$ cat src/rtl/rr_arbiter_lock_pkg.sv
// Shared types and helpers for the round-robin lock arbiter.
package rr_arbiter_lock_pkg;

    typedef enum logic {
        ST_IDLE = 1'b0,
        ST_BUSY = 1'b1
    } state_t;

    // Ceiling log2. Used for elaboration-time widths only.
    function automatic int log2(input int x);
        int r;
        r = 0;
        for (int i = 0; i < 31; i++)
            if ((1 << i) < x) r = i + 1;
        return r;
    endfunction

endpackage

$ cat src/rtl/rr_arbiter_lock_pick.sv
// Combinational round-robin winner pick.
// The request vector is doubled and bits below the start pointer are masked in the low copy.
module rr_arbiter_lock_pick
    import rr_arbiter_lock_pkg::*;
#(
    parameter int N  = 4,
    parameter int BW = (N > 1) ? log2(N) : 1
) (
    input  logic [N-1:0]  i_request,
    input  logic [BW-1:0] i_ptr,
    output logic [N-1:0]  o_winner_oh,
    output logic [BW-1:0] o_winner_bin,
    output logic          o_any
);

    logic [2*N-1:0] w_dbl;
    logic           w_found;

    always_comb begin
        w_dbl        = {i_request, i_request};
        o_winner_oh  = '0;
        o_winner_bin = '0;
        w_found      = 1'b0;
        for (int j = 0; j < N; j++)
            if (j < int'(i_ptr)) w_dbl[j] = 1'b0;
        // The first set bit of the masked doubled vector is the winner, folded back mod N.
        for (int k = 0; k < 2*N; k++) begin
            if (!w_found && w_dbl[k]) begin
                w_found = 1'b1;
                if (k < N) begin
                    o_winner_oh[k] = 1'b1;
                    o_winner_bin   = BW'(k);
                end else begin
                    o_winner_oh[k-N] = 1'b1;
                    o_winner_bin     = BW'(k-N);
                end
            end
        end
    end

    assign o_any = |i_request;

endmodule

$ cat src/rtl/rr_arbiter_lock.sv
// N-input round-robin arbiter with packet lock, optional back-to-back re-grant,
// lock timeout, registered one-hot/binary grant and AND-OR data mux.
module rr_arbiter_lock
    import rr_arbiter_lock_pkg::*;
#(
    parameter int N         = 4,
    parameter int DW        = 32,
    parameter int BW        = (N > 1) ? log2(N) : 1,
    parameter int BACK2BACK = 1,
    parameter int TIMEOUT   = 0
) (
    input  logic            clk,
    input  logic            reset,
    input  logic [N-1:0]    request,
    input  logic [N-1:0]    tail,
    input  logic [N*DW-1:0] data_in,
    input  logic            out_ready,
    output logic [N-1:0]    grant_oh,
    output logic [BW-1:0]   grant_bin,
    output logic            grant_valid,
    output logic [DW-1:0]   data_out,
    output logic            transfer,
    output logic            timeout_err
);

    localparam int TW = (TIMEOUT > 0) ? log2(TIMEOUT + 1) : 1;
    localparam logic [TW-1:0] TLIM = (TIMEOUT > 0) ? TW'(TIMEOUT - 1) : '0;

    state_t         r_state, w_state_nxt;
    logic [BW-1:0]  r_ptr, w_ptr_nxt;
    logic [N-1:0]   r_grant_oh, w_grant_oh_nxt;
    logic [BW-1:0]  r_grant_bin, w_grant_bin_nxt;
    logic           r_grant_valid, w_grant_valid_nxt;
    logic [TW-1:0]  r_tcnt, w_tcnt_nxt;
    logic           r_tout_err, w_tout_err_nxt;

    logic [BW-1:0]  w_ptr_inc, w_scan_ptr, w_win_bin;
    logic [N-1:0]   w_win_oh;
    logic           w_any, w_req_g, w_tail_g, w_transfer;

    assign w_req_g    = |(request & r_grant_oh);
    assign w_tail_g   = |(tail & r_grant_oh);
    assign w_transfer = r_grant_valid & out_ready & w_req_g;
    assign w_ptr_inc  = (r_grant_bin == BW'(N - 1)) ? '0 : r_grant_bin + BW'(1);
    // In BUSY the only pick that matters is the back-to-back one, which scans from g+1.
    assign w_scan_ptr = (r_state == ST_BUSY) ? w_ptr_inc : r_ptr;

    rr_arbiter_lock_pick #(.N(N), .BW(BW)) u_pick (
        .i_request    (request),
        .i_ptr        (w_scan_ptr),
        .o_winner_oh  (w_win_oh),
        .o_winner_bin (w_win_bin),
        .o_any        (w_any)
    );

    always_ff @(posedge clk or posedge reset) begin
        if (reset) begin
            r_state       <= ST_IDLE;
            r_ptr         <= '0;
            r_grant_oh    <= '0;
            r_grant_bin   <= '0;
            r_grant_valid <= 1'b0;
            r_tcnt        <= '0;
            r_tout_err    <= 1'b0;
        end else begin
            r_state       <= w_state_nxt;
            r_ptr         <= w_ptr_nxt;
            r_grant_oh    <= w_grant_oh_nxt;
            r_grant_bin   <= w_grant_bin_nxt;
            r_grant_valid <= w_grant_valid_nxt;
            r_tcnt        <= w_tcnt_nxt;
            r_tout_err    <= w_tout_err_nxt;
        end
    end

    always_comb begin
        w_state_nxt       = r_state;
        w_ptr_nxt         = r_ptr;
        w_grant_oh_nxt    = r_grant_oh;
        w_grant_bin_nxt   = r_grant_bin;
        w_grant_valid_nxt = r_grant_valid;
        w_tcnt_nxt        = r_tcnt;
        w_tout_err_nxt    = 1'b0;
        case (r_state)
            ST_IDLE: begin
                if (w_any) begin
                    w_grant_oh_nxt    = w_win_oh;
                    w_grant_bin_nxt   = w_win_bin;
                    w_grant_valid_nxt = 1'b1;
                    w_tcnt_nxt        = '0;
                    w_state_nxt       = ST_BUSY;
                end
            end
            ST_BUSY: begin
                if (w_transfer && w_tail_g) begin
                    w_ptr_nxt  = w_ptr_inc;
                    w_tcnt_nxt = '0;
                    if (BACK2BACK != 0 && w_any) begin
                        w_grant_oh_nxt  = w_win_oh;
                        w_grant_bin_nxt = w_win_bin;
                    end else begin
                        w_grant_oh_nxt    = '0;
                        w_grant_bin_nxt   = '0;
                        w_grant_valid_nxt = 1'b0;
                        w_state_nxt       = ST_IDLE;
                    end
                end else if (TIMEOUT > 0 && !w_req_g) begin
                    if (r_tcnt == TLIM) begin
                        w_ptr_nxt         = w_ptr_inc;
                        w_grant_oh_nxt    = '0;
                        w_grant_bin_nxt   = '0;
                        w_grant_valid_nxt = 1'b0;
                        w_tcnt_nxt        = '0;
                        w_tout_err_nxt    = 1'b1;
                        w_state_nxt       = ST_IDLE;
                    end else begin
                        w_tcnt_nxt = r_tcnt + TW'(1);
                    end
                end else if (w_req_g) begin
                    w_tcnt_nxt = '0;
                end
            end
            default: w_state_nxt = ST_IDLE;
        endcase
    end

    always_comb begin
        data_out = '0;
        for (int i = 0; i < N; i++)
            data_out = data_out | (data_in[i*DW +: DW] & {DW{r_grant_oh[i]}});
    end

    assign grant_oh    = r_grant_oh;
    assign grant_bin   = r_grant_bin;
    assign grant_valid = r_grant_valid;
    assign transfer    = w_transfer;
    assign timeout_err = r_tout_err;

endmodule

$ cat config.mk
export PLATFORM = sky130hd
export DESIGN_NAME = rr_arbiter_lock
export DESIGN_NICKNAME = d
export VERILOG_FILES = /design/src/rtl/rr_arbiter_lock_pkg.sv /design/src/rtl/rr_arbiter_lock_pick.sv /design/src/rtl/rr_arbiter_lock.sv
export SDC_FILE = /design/constraint.sdc
export NUM_CORES = 1
export LEC_CHECK = 0
export BUFFER_PORTS_ARGS = -buffer_cell sky130_fd_sc_hd__buf_2
export CELL_PAD_IN_SITES_DETAIL_PLACEMENT = 1
export CELL_PAD_IN_SITES_GLOBAL_PLACEMENT = 1
export CORE_AREA = 2 2 100 78
export CTS_BUF_LIST = sky130_fd_sc_hd__clkbuf_8
export CTS_CLUSTER_DIAMETER = 150
export DETAILED_ROUTE_END_ITERATION = 10
export DIE_AREA = 0 0 102 80
export PLACE_DENSITY = 0.79
export SLEW_MARGIN = 20
export SYNTH_ARGS = -nofsm -noshare
export SYNTH_HDL_FRONTEND = slang
export SYNTH_SLANG_ARGS = --single-unit
$ cat constraint.sdc
create_clock -name clk -period 1.9 [get_ports clk]
set_input_delay 0.475 -clock clk [delete_from_list [all_inputs] [get_ports clk]]
set_output_delay 0.475 -clock clk [all_outputs]
set_load 0.005 [all_outputs]
==> results of run 1 <==
==> flip-flops by register name, indices dropped and copies added (netlist names) <==
signal,cells
r_ptr,2
r_state,1
grant_oh,4
grant_bin,2
grant_valid,1
==> stage by stage <==
stage / cell area [um2] / util [%] / setup WS (ns)
floorplan: 1330 / - / 0.2323
global placement: 2338 / 32.65 / 0.1544
detailed placement: 2338 / 32.65 / 0.1046
CTS: 2395 / 33.44 / 0.04544
global route: 2402 / 33.54 / 0.005873
finish: 2402 / 33.54 / 0.09979
==> kinds of logic after synthesis <==
| group | count (synthesis) | synth area share, % |
|---|---|---|
| AOI/OAI and AO/OA | 80 | 46.10 |
| adders and majority gates | 1 | 0.9406 |
| buffers and inverters | 23 | 7.995 |
| DFF | 10 | 18.81 |
| muxes | 7 | 6.491 |
| other | 1 | 0.2819 |
| and+or+nand+nor | 57 | 19.38 |
==> power breakdown <==
part | total, mW | switching [mW] | internal (mW)
clock | 0.265 | 0.0830 | 0.182
combinational | 2.46 | 1.30 | 1.16
sequential | 0.420 | 0.121 | 0.299
==> routing by layer <==
layer | vias up | GRT usage (%) | wire length [um] | part of all wire (%)
li1 | 1036 | - | - | -
met2 | 91 | 28.29 | 3607 | 50
met4 | 0 | 0.8000 | 10 | 0.14
met5 | - | 0 | 0 | 0
met1 | 1004 | 20.07 | 3005 | 41
met3 | 2 | 3.765 | 657 | 9.0
==> Yosys cell counts (all sizes together) <==
| cell type | count |
|---|---|
| dfrtp | 10 |
| nor2b | 1 |
| o21bai | 1 |
| nor3 | 1 |
| a31oi | 1 |
| a311oi | 1 |
| a22o | 1 |
| nor2 | 2 |
| inv | 4 |
| and3 | 1 |
| clkbuf | 12 |
| mux2 | 4 |
| nand3 | 2 |
| ha | 1 |
| conb | 1 |
| buf | 7 |
| and3b | 1 |
| a21oi | 2 |
| nor4 | 1 |
| o31ai | 1 |
| o21a | 1 |
| nand4b | 1 |
| nand3b | 2 |
| nand2 | 44 |
| a32o | 1 |
| nand2b | 1 |
| mux2i | 3 |
| o21ai | 3 |
| a22oi | 68 |
==> worst min path at each step <==
| stage | cells past startpoint | startpoint | slack (ns) | to |
|---|---|---|---|---|
| after floorplan | 1 | reset | 0.32 | grant_bin[0] |
| after global placement | 2 | reset | 0.47 | r_state |
| after detailed placement | 2 | reset | 0.48 | r_state |
| after CTS | 2 | reset | 0.23 | r_state |
| after global routing | 2 | reset | 0.24 | grant_valid |
| final | 2 | reset | 0.21 | r_state |
==> layout by cell type, fill, tap and decap left out, types with 2 or more instances in the layout <==
cell type and n:
buf_2 178, a22oi_1 66, nand2_1 44, dfrtp_1 9, buf_4 9, inv_1 4
clkbuf_8 4, mux2_4 3, mux2i_1 3, a22oi_2 2, nand3b_1 2, nor2_1 2
o21ai_0 2, buf_6 2
==> timing repair <==
| item | CTS | global route |
|---|---|---|
| setup endpoints to repair | 22 | 11 |
| pin swaps | 0 | 0 |
| cloned | 0 | 0 |
| setup buffers | 0 | 0 |
| resized for setup | 1 | 3 |
==> worst max-delay path, cell delays in order, from the launching register on <==
cell and delay (ns):
dfrtp_1 0.42, buf_4 0.24, a22oi_1 0.22, nand2_1 0.08, buf_2 0.13
==> layout make-up <==
class,count,area [um2]
flip-flops and latches,10,251.5
well taps,101,126.4
multi-input cells,146,973.4
repair buffers,189,980.9
fillers,946,4760
clock buffers,4,55.05
inverters,4,15.01
==> run_results.csv, run 1 <==
group,metric,value,unit
status,run_status,"finished clean",
grt,grt_pass1_wl,10220,um
critical_path,critPathLaunch,"grant_oh[2]",
detailed_routing,drcViolationCount,0,
cts,cts_inserted_buffers,3,
critical_path,crit_type,"reg2out",
place,gp_congestion,0.8532,
synth,ys_ff_latch,10,
cells_and_area,area_growth,80.62,%
synth,synthTopCellsByArea,"a22oi_1 (37%), dfrtp_1 (19%), nand2_1 (12%)",
timing,maxSlewViolCount,0,
cts,insertion_delay,0.23,ns
pwr,design_power_total,3.142,mW
cts,holdBufCountCts,0,
timing,finalClockSkew,0.003468,ns
critical_path,reg2reg_to,"grant_bin[0]",
detailed_routing,num_vias,2133,
cts,htree_levels,1,
critical_path,r2r-start,"grant_bin[1]",
critical_path,path_max_fanout,20,
synth,ys_seq_area_share,18.81,%
critical_path,reg2reg_slack,0.11,ns
pwr,power.leakage,1.360,nW
cells_and_area,drive_gt1_share,57.22,%
timing,rsz0062_at_grt,"false",
grt,grt_max_degree,23,
synth,yosysWarnings,0,
floorplanning,die_y,80,um
grt,grt_use_total,15.78,%
place,dp.cells,450,
floorplanning,die_w,102,um
timing,hold_ws,0.2121,ns
timing,clock.fmax,555.5,MHz
critical_path,cp-start-kind,"flip-flop",
pwr,power_density,1308,nW/um2
grt,antenna_found_initial,0,
grt,grt.overflow.total,0,
floorplanning,fp.dieArea,8160,um2
timing,hold_viol,0,
synth,synth_top_area_share,37.25,%
timing,fin_crit,1.800,ns
timing,period_share,94.75,%
synth,yosys.area.top_type,"a22oi_1",
detailed_routing,drtIter0Drc,75,
pwr,peakVddDrop,0.6057,mV
detailed_routing,final_antenna_net_count,0,
synth,syn_nets,319,
place,io_buffers,178,
cells_and_area,nets,494,
synth,synth_cell_types,35,
cts,clockBufferDepth,2,
cts,clk_pin_slew,0.05,ns
grt,grt_pass1_vias,2050,
cts,cts.sinks,10,
critical_path,r2r_cells,6,
timing,fin_setup_tns,0,ns
floorplanning,coreArea,7162,um2
synth,netlist_area,1330,um2
floorplanning,io_pins,180,
floorplanning,rows,27,
critical_path,cp.required,1.42,ns
timing,setup_viol,0,
cells_and_area,diodes,0,
cts,cts_root_buf,"clkbuf_8",
detailed_routing,drt-pass1-iter-count,4,
cts,cts_tree,"yes",
critical_path,critPathCapture,"data_out[6]",
critical_path,arrival,1.33,ns
critical_path,end_kind,"output pin",
synth,postSynthAreaPerCell,7.430,um2
floorplanning,start_util,18.57,%
cells_and_area,stdcell_count,454,
job,cap_violations,0,
detailed_routing,routedWlPerCell,16.04,um
detailed_routing,viasPerCell,4.698,
hold_path,hp-class,"in2async",
synth,postSynthCellCount,179,
place,dp_hpwl,6069,um
detailed_routing,finalWirelength,7280,um
Power figures use the tool's default switching activity.
==> inputs of run 2 (changes only) <==
- BUFFER_PORTS_ARGS: -buffer_cell sky130_fd_sc_hd__buf_2 -> unset
- CORE_AREA: 2 2 100 78 -> 2 2 69 71
- DIE_AREA: 0 0 102 80 -> 0 0 71 73
- DONT_BUFFER_PORTS: unset -> 1
- PLACE_DENSITY: 0.79 -> 0.63
==> run 2 against run 1 <==
Sequential share of layout area increased by 6.7 points; final cell count decreased by 50%; sequential power decreased by 1%; first-iteration DRC count decreased by 23%; clock skew decreased by 0.0024 ns; critical path depth decreased by 1; worst setup slack improved by 0.011 ns; clock-buffer cell count unchanged; critical path type unchanged; largest power group unchanged.
==> run_results.csv, run 2 (synthesis results as in run 1) <==
group,metric,value,unit
timing,fin_crit,1.789,ns
floorplanning,rows,25,
timing,setup_viol,0,
detailed_routing,drcViolationCount,0,
critical_path,path_max_fanout,21,
detailed_routing,viasPerCell,6.672,
cts,clk_pin_slew,0.05,ns
floorplanning,coreArea,4536,um2
place,placed_cell_area,1389,um2
grt,grt_pass1_vias,1549,
cells_and_area,nets,316,
detailed_routing,routedWlPerCell,26.68,um
cts,cts_inserted_buffers,3,
cts,cts_root_buf,"clkbuf_8",
timing,period_share,94.14,%
detailed_routing,drtIter0Drc,58,
cells_and_area,stdcell_count,229,
timing,rsz0062_at_grt,"false",
timing,setup_slack,0.1113,ns
place,io_buffers,0,
timing,maxSlewViolCount,0,
place,dp.cells,225,
critical_path,cp.required,1.42,ns
cts,cts.sinks,10,
cells_and_area,layout_commonest_cell,"a22oi_1",
grt,grt_use_total,21.20,%
status,run_status,"finished clean",
cts,post_cts_buffers,0,
grt,grt_pass1_wl,8376,um
cells_and_area,diodes,0,
critical_path,reg2reg_to,"grant_bin[0]",
floorplanning,die_w,71,um
cells_and_area,area_growth,9.596,%
floorplanning,io_pins,180,
cells_and_area,drive_gt1_share,13.71,%
place,post-place-ws,0.07158,ns
critical_path,cp-start-kind,"flip-flop",
timing,hold_viol,0,
critical_path,reg2reg_slack,0.13,ns
cts,htree_levels,1,
pwr,power.leakage,0.6463,nW
grt,grt_max_degree,22,
cts,clockBufferDepth,2,
timing,finalClockSkew,0.001026,ns
critical_path,r2r-start,"grant_bin[1]",
cells_and_area,fillerInstances,560,
critical_path,r2r_cells,6,
timing,clock.fmax,559.1,MHz
timing,fin_setup_tns,0,ns
detailed_routing,drt-pass1-iter-count,4,
grt,grt.overflow.total,0,
floorplanning,die_y,73,um
detailed_routing,finalWirelength,6110,um
job,cap_violations,0,
pwr,peakVddDrop,0.6474,mV
critical_path,arrival,1.31,ns
critical_path,end_kind,"output pin",
floorplanning,start_util,29.32,%
critical_path,slowest_delay,0.49,ns
critical_path,worstPathCellList,"buf_6, a22oi_1, nand2_1",
cells_and_area,largest_reg_flops,4,
timing,hold_ws,0.09815,ns
hold_path,hp-class,"in2async",
cts,insertion_delay,0.24,ns
cells_and_area,final_core_util,32.14,%
critical_path,crit_type,"reg2out",
grt,antenna_found_initial,0,
critical_path,cpMaxStageDelayCell,"dfrtp_1",
place,gp_congestion,0.8775,
detailed_routing,num_vias,1528,
floorplanning,fp.dieArea,5183,um2
pwr,power_density,1789,nW/um2
place,dp_hpwl,5232,um
detailed_routing,final_antenna_net_count,0,
pwr,design_power_total,2.608,mW
cells_and_area,fin_area,1458,um2
cts,cts_tree,"yes",
cells_and_area,mostFrequentLayoutCells,"a22oi_1 (66), nand2_1 (44), dfrtp_1 (10), buf_4 (9)",
[run 2: changes by cell type in the layout (fill, tap and decap cells not counted), sizes merged]
| cell | delta |
|---|---|
| buf | -178 |
[run 2: power by group]
group	internal, mW	switching [mW]
clock network	0.182	0.0832
registers	0.297	0.117
logic	0.734	1.19
total	1.21	1.39
[run 2: area by class of cell]
cell class / count / area (um2) / area share [%]
clock buffers: 4 / 55.05 / 3.777
inverters: 4 / 15.01 / 1.030
multi-input cells: 146 / 979.7 / 67.21
flip-flops and latches: 10 / 250.2 / 17.17
well taps: 54 / 67.56 / 4.635
repair buffers: 11 / 90.09 / 6.180
[run 2: worst max-delay path by stage]
stage,from,endpoint,cells past startpoint
2_1_floorplan,grant_bin[0],grant_bin[0],6
3_3_place_gp,grant_bin[1],grant_oh[0],5
6_report,grant_oh[3],data_out[8],3
4_1_cts,grant_bin[1],grant_oh[0],5
5_1_grt,grant_bin[1],grant_bin[0],6
3_5_place_dp,grant_bin[1],grant_bin[0],6
[run 2: critical path, delay by kind of cell (launching register included)]
kind | cells | cell delay (ns)
AO/OA/AOI/OAI | 1 | 0.21
buffers and inverters | 1 | 0.22
flip-flops | 1 | 0.49
AND/OR/NAND/NOR | 1 | 0.15
[run 2: what timing repair did]
action                     4_1_cts  5_1_grt
resized for setup                0        4
setup endpoints to repair        0        9
hold buffers                     0        0
[run 2: per-layer routing]
metal / up-vias / part of all wire [%] / wire length, um / global-route usage [%]
li1: 679 / - / - / -
met1: 744 / 33 / 2025 / 21.86
met2: 96 / 50 / 3056 / 35.51
met3: 9 / 16 / 967 / 15.75
met4: 0 / 0.97 / 59 / 3.354
met5: - / 0 / 0 / 0
==> inputs of run 3 (changes only) <==
- CTS_BUF_LIST: sky130_fd_sc_hd__clkbuf_8 -> sky130_fd_sc_hd__clkbuf_2
- PLACE_DENSITY: 0.63 -> unset
- PLACE_DENSITY_LB_ADDON: unset -> 0.1
==> run 3 against run 2 <==
Sequential share of layout area increased by 0.66 points; wire length decreased by 14%; clock-buffer cell count decreased by 1; critical path depth increased by 3; die area unchanged; via count decreased by 2.4%; sequential cell count unchanged.
==> run_results.csv, run 3 (synthesis results as in run 1) <==
group,metric,value,unit
status,run_status,"finished clean",
cells_and_area,layout_commonest_cell,"a22oi_1",
floorplanning,start_util,29.32,%
place,dp_hpwl,4346,um
place,gp_congestion,0.8564,
cells_and_area,final_core_util,30.95,%
detailed_routing,finalWirelength,5242,um
cells_and_area,drive_gt1_share,12.64,%
detailed_routing,drt-pass1-iter-count,4,
grt,antenna_found_initial,0,
job,cap_violations,0,
floorplanning,die_y,73,um
critical_path,arrival,1.92,ns
cts,holdBufCountCts,0,
cts,clockBufferDepth,2,
grt,grt_pass1_vias,1475,
timing,hold_viol,0,
grt,grt_use_total,17.92,%
cts,cts_root_buf,"clkbuf_2",
place,io_buffers,0,
cts,htree_levels,1,
cts,post_cts_buffers,0,
critical_path,cp-start-kind,"flip-flop",
timing,period_share,93.27,%
critical_path,crit_family,"compound AO/OA/AOI/OAI gates",
critical_path,end_kind,"flip-flop",
timing,maxSlewViolCount,0,
critical_path,path_max_fanout,4,
floorplanning,die_w,71,um
timing,finalClockSkew,0.001136,ns
cts,cts_tree,"yes",
timing,fin_setup_tns,0,ns
grt,grt.overflow.total,0,
floorplanning,io_pins,180,
critical_path,cp_num_buf_inv,0,
cells_and_area,mostFrequentLayoutCells,"a22oi_1 (66), nand2_1 (44), buf_4 (11), dfrtp_1 (10), inv_1 (4)",
timing,rsz0062_at_grt,"false",
detailed_routing,viasPerCell,6.539,
detailed_routing,num_vias,1491,
floorplanning,fp.dieArea,5183,um2
hold_path,hp-class,"in2async",
cells_and_area,diodes,0,
detailed_routing,drcViolationCount,0,
cts,cts.sinks,10,
cts,cts_inserted_buffers,3,
pwr,power_density,1658,nW/um2
timing,clock.fmax,564.3,MHz
critical_path,slowest_delay,0.42,ns
detailed_routing,routedWlPerCell,22.99,um
pwr,peakVddDrop,0.5532,mV
timing,setup_viol,0,
grt,grt_pass1_wl,7389,um
pwr,power.leakage,0.6277,nW
timing,fin_crit,1.772,ns
grt,grt_max_degree,24,
floorplanning,rows,25,
critical_path,worstPathCellList,"ha_1, nor2b_1, a22o_1, o21ai_0, nand2_1, mux2_4",
critical_path,cpMaxStageDelayCell,"dfrtp_1",
critical_path,crit_type,"reg2reg",
detailed_routing,final_antenna_net_count,0,
cts,clk_pin_slew,0.10,ns
cells_and_area,area_growth,5.551,%
cells_and_area,nets,316,
critical_path,cp.required,2.04,ns
detailed_routing,drtIter0Drc,52,
cells_and_area,largest_reg_flops,4,
floorplanning,coreArea,4536,um2
cts,insertion_delay,0.25,ns
-- run 3: power breakdown --
part	internal (mW)	switching (mW)
logic	0.717	1.11
registers	0.296	0.0889
clock network	0.0431	0.0734
total	1.06	1.27
-- run 3: area by class of cell --
cell class	count	area (um2)
Fill cell	575	3132
Multi-Input combinational cell	146	973.4
Sequential cell	10	250.2
Timing Repair Buffer	11	82.58
Tap cell	54	67.56
Clock buffer	3	15.01
Inverter	4	15.01
-- run 3: path summary, 6_finish.rpt --
check	startpoint	to	slack, ns	cells past startpoint
max in group asynchronous	reset	grant_bin[0]	1.54	1
worst max register to register	grant_bin[1]	grant_bin[0]	0.13	6
worst min-delay path	reset	grant_valid	0.08	1
worst max-delay path	grant_bin[1]	grant_bin[0]	0.13	6
min in group clk	request[3]	grant_oh[3]	0.42	2
worst min register to register	r_ptr[0]	r_ptr[0]	0.53	2
-- run 3: layer usage --
layer,share of wire [%],vias to the layer above,global-route usage [%]
li1,-,679,-
met1,37,724,20.63
met2,51,88,31.46
met3,12,0,8.702
met4,0,0,1.468
met5,0,-,0
-- run 3: what timing repair did --
| action | in CTS | in global routing |
|---|---|---|
| endpoints found under the hold margin | 0 | 0 |
| setup endpoints to repair | 0 | 4 |
| resized for setup | 0 | 1 |
-- run 3: metrics by stage --
stage	power [mW]	cells	worst slack (ns)	cell area, um2	hold slack, ns
global placement	2.179	225	0.1613	1389	0.3707
CTS	2.372	228	0.06632	1404	0.08943
global route	2.582	228	0.01962	1404	0.08561
floorplan	1.778	179	0.2323	1330	0.3152
detailed placement	2.247	225	0.1461	1389	0.3794
finish	2.328	228	0.1279	1404	0.08343
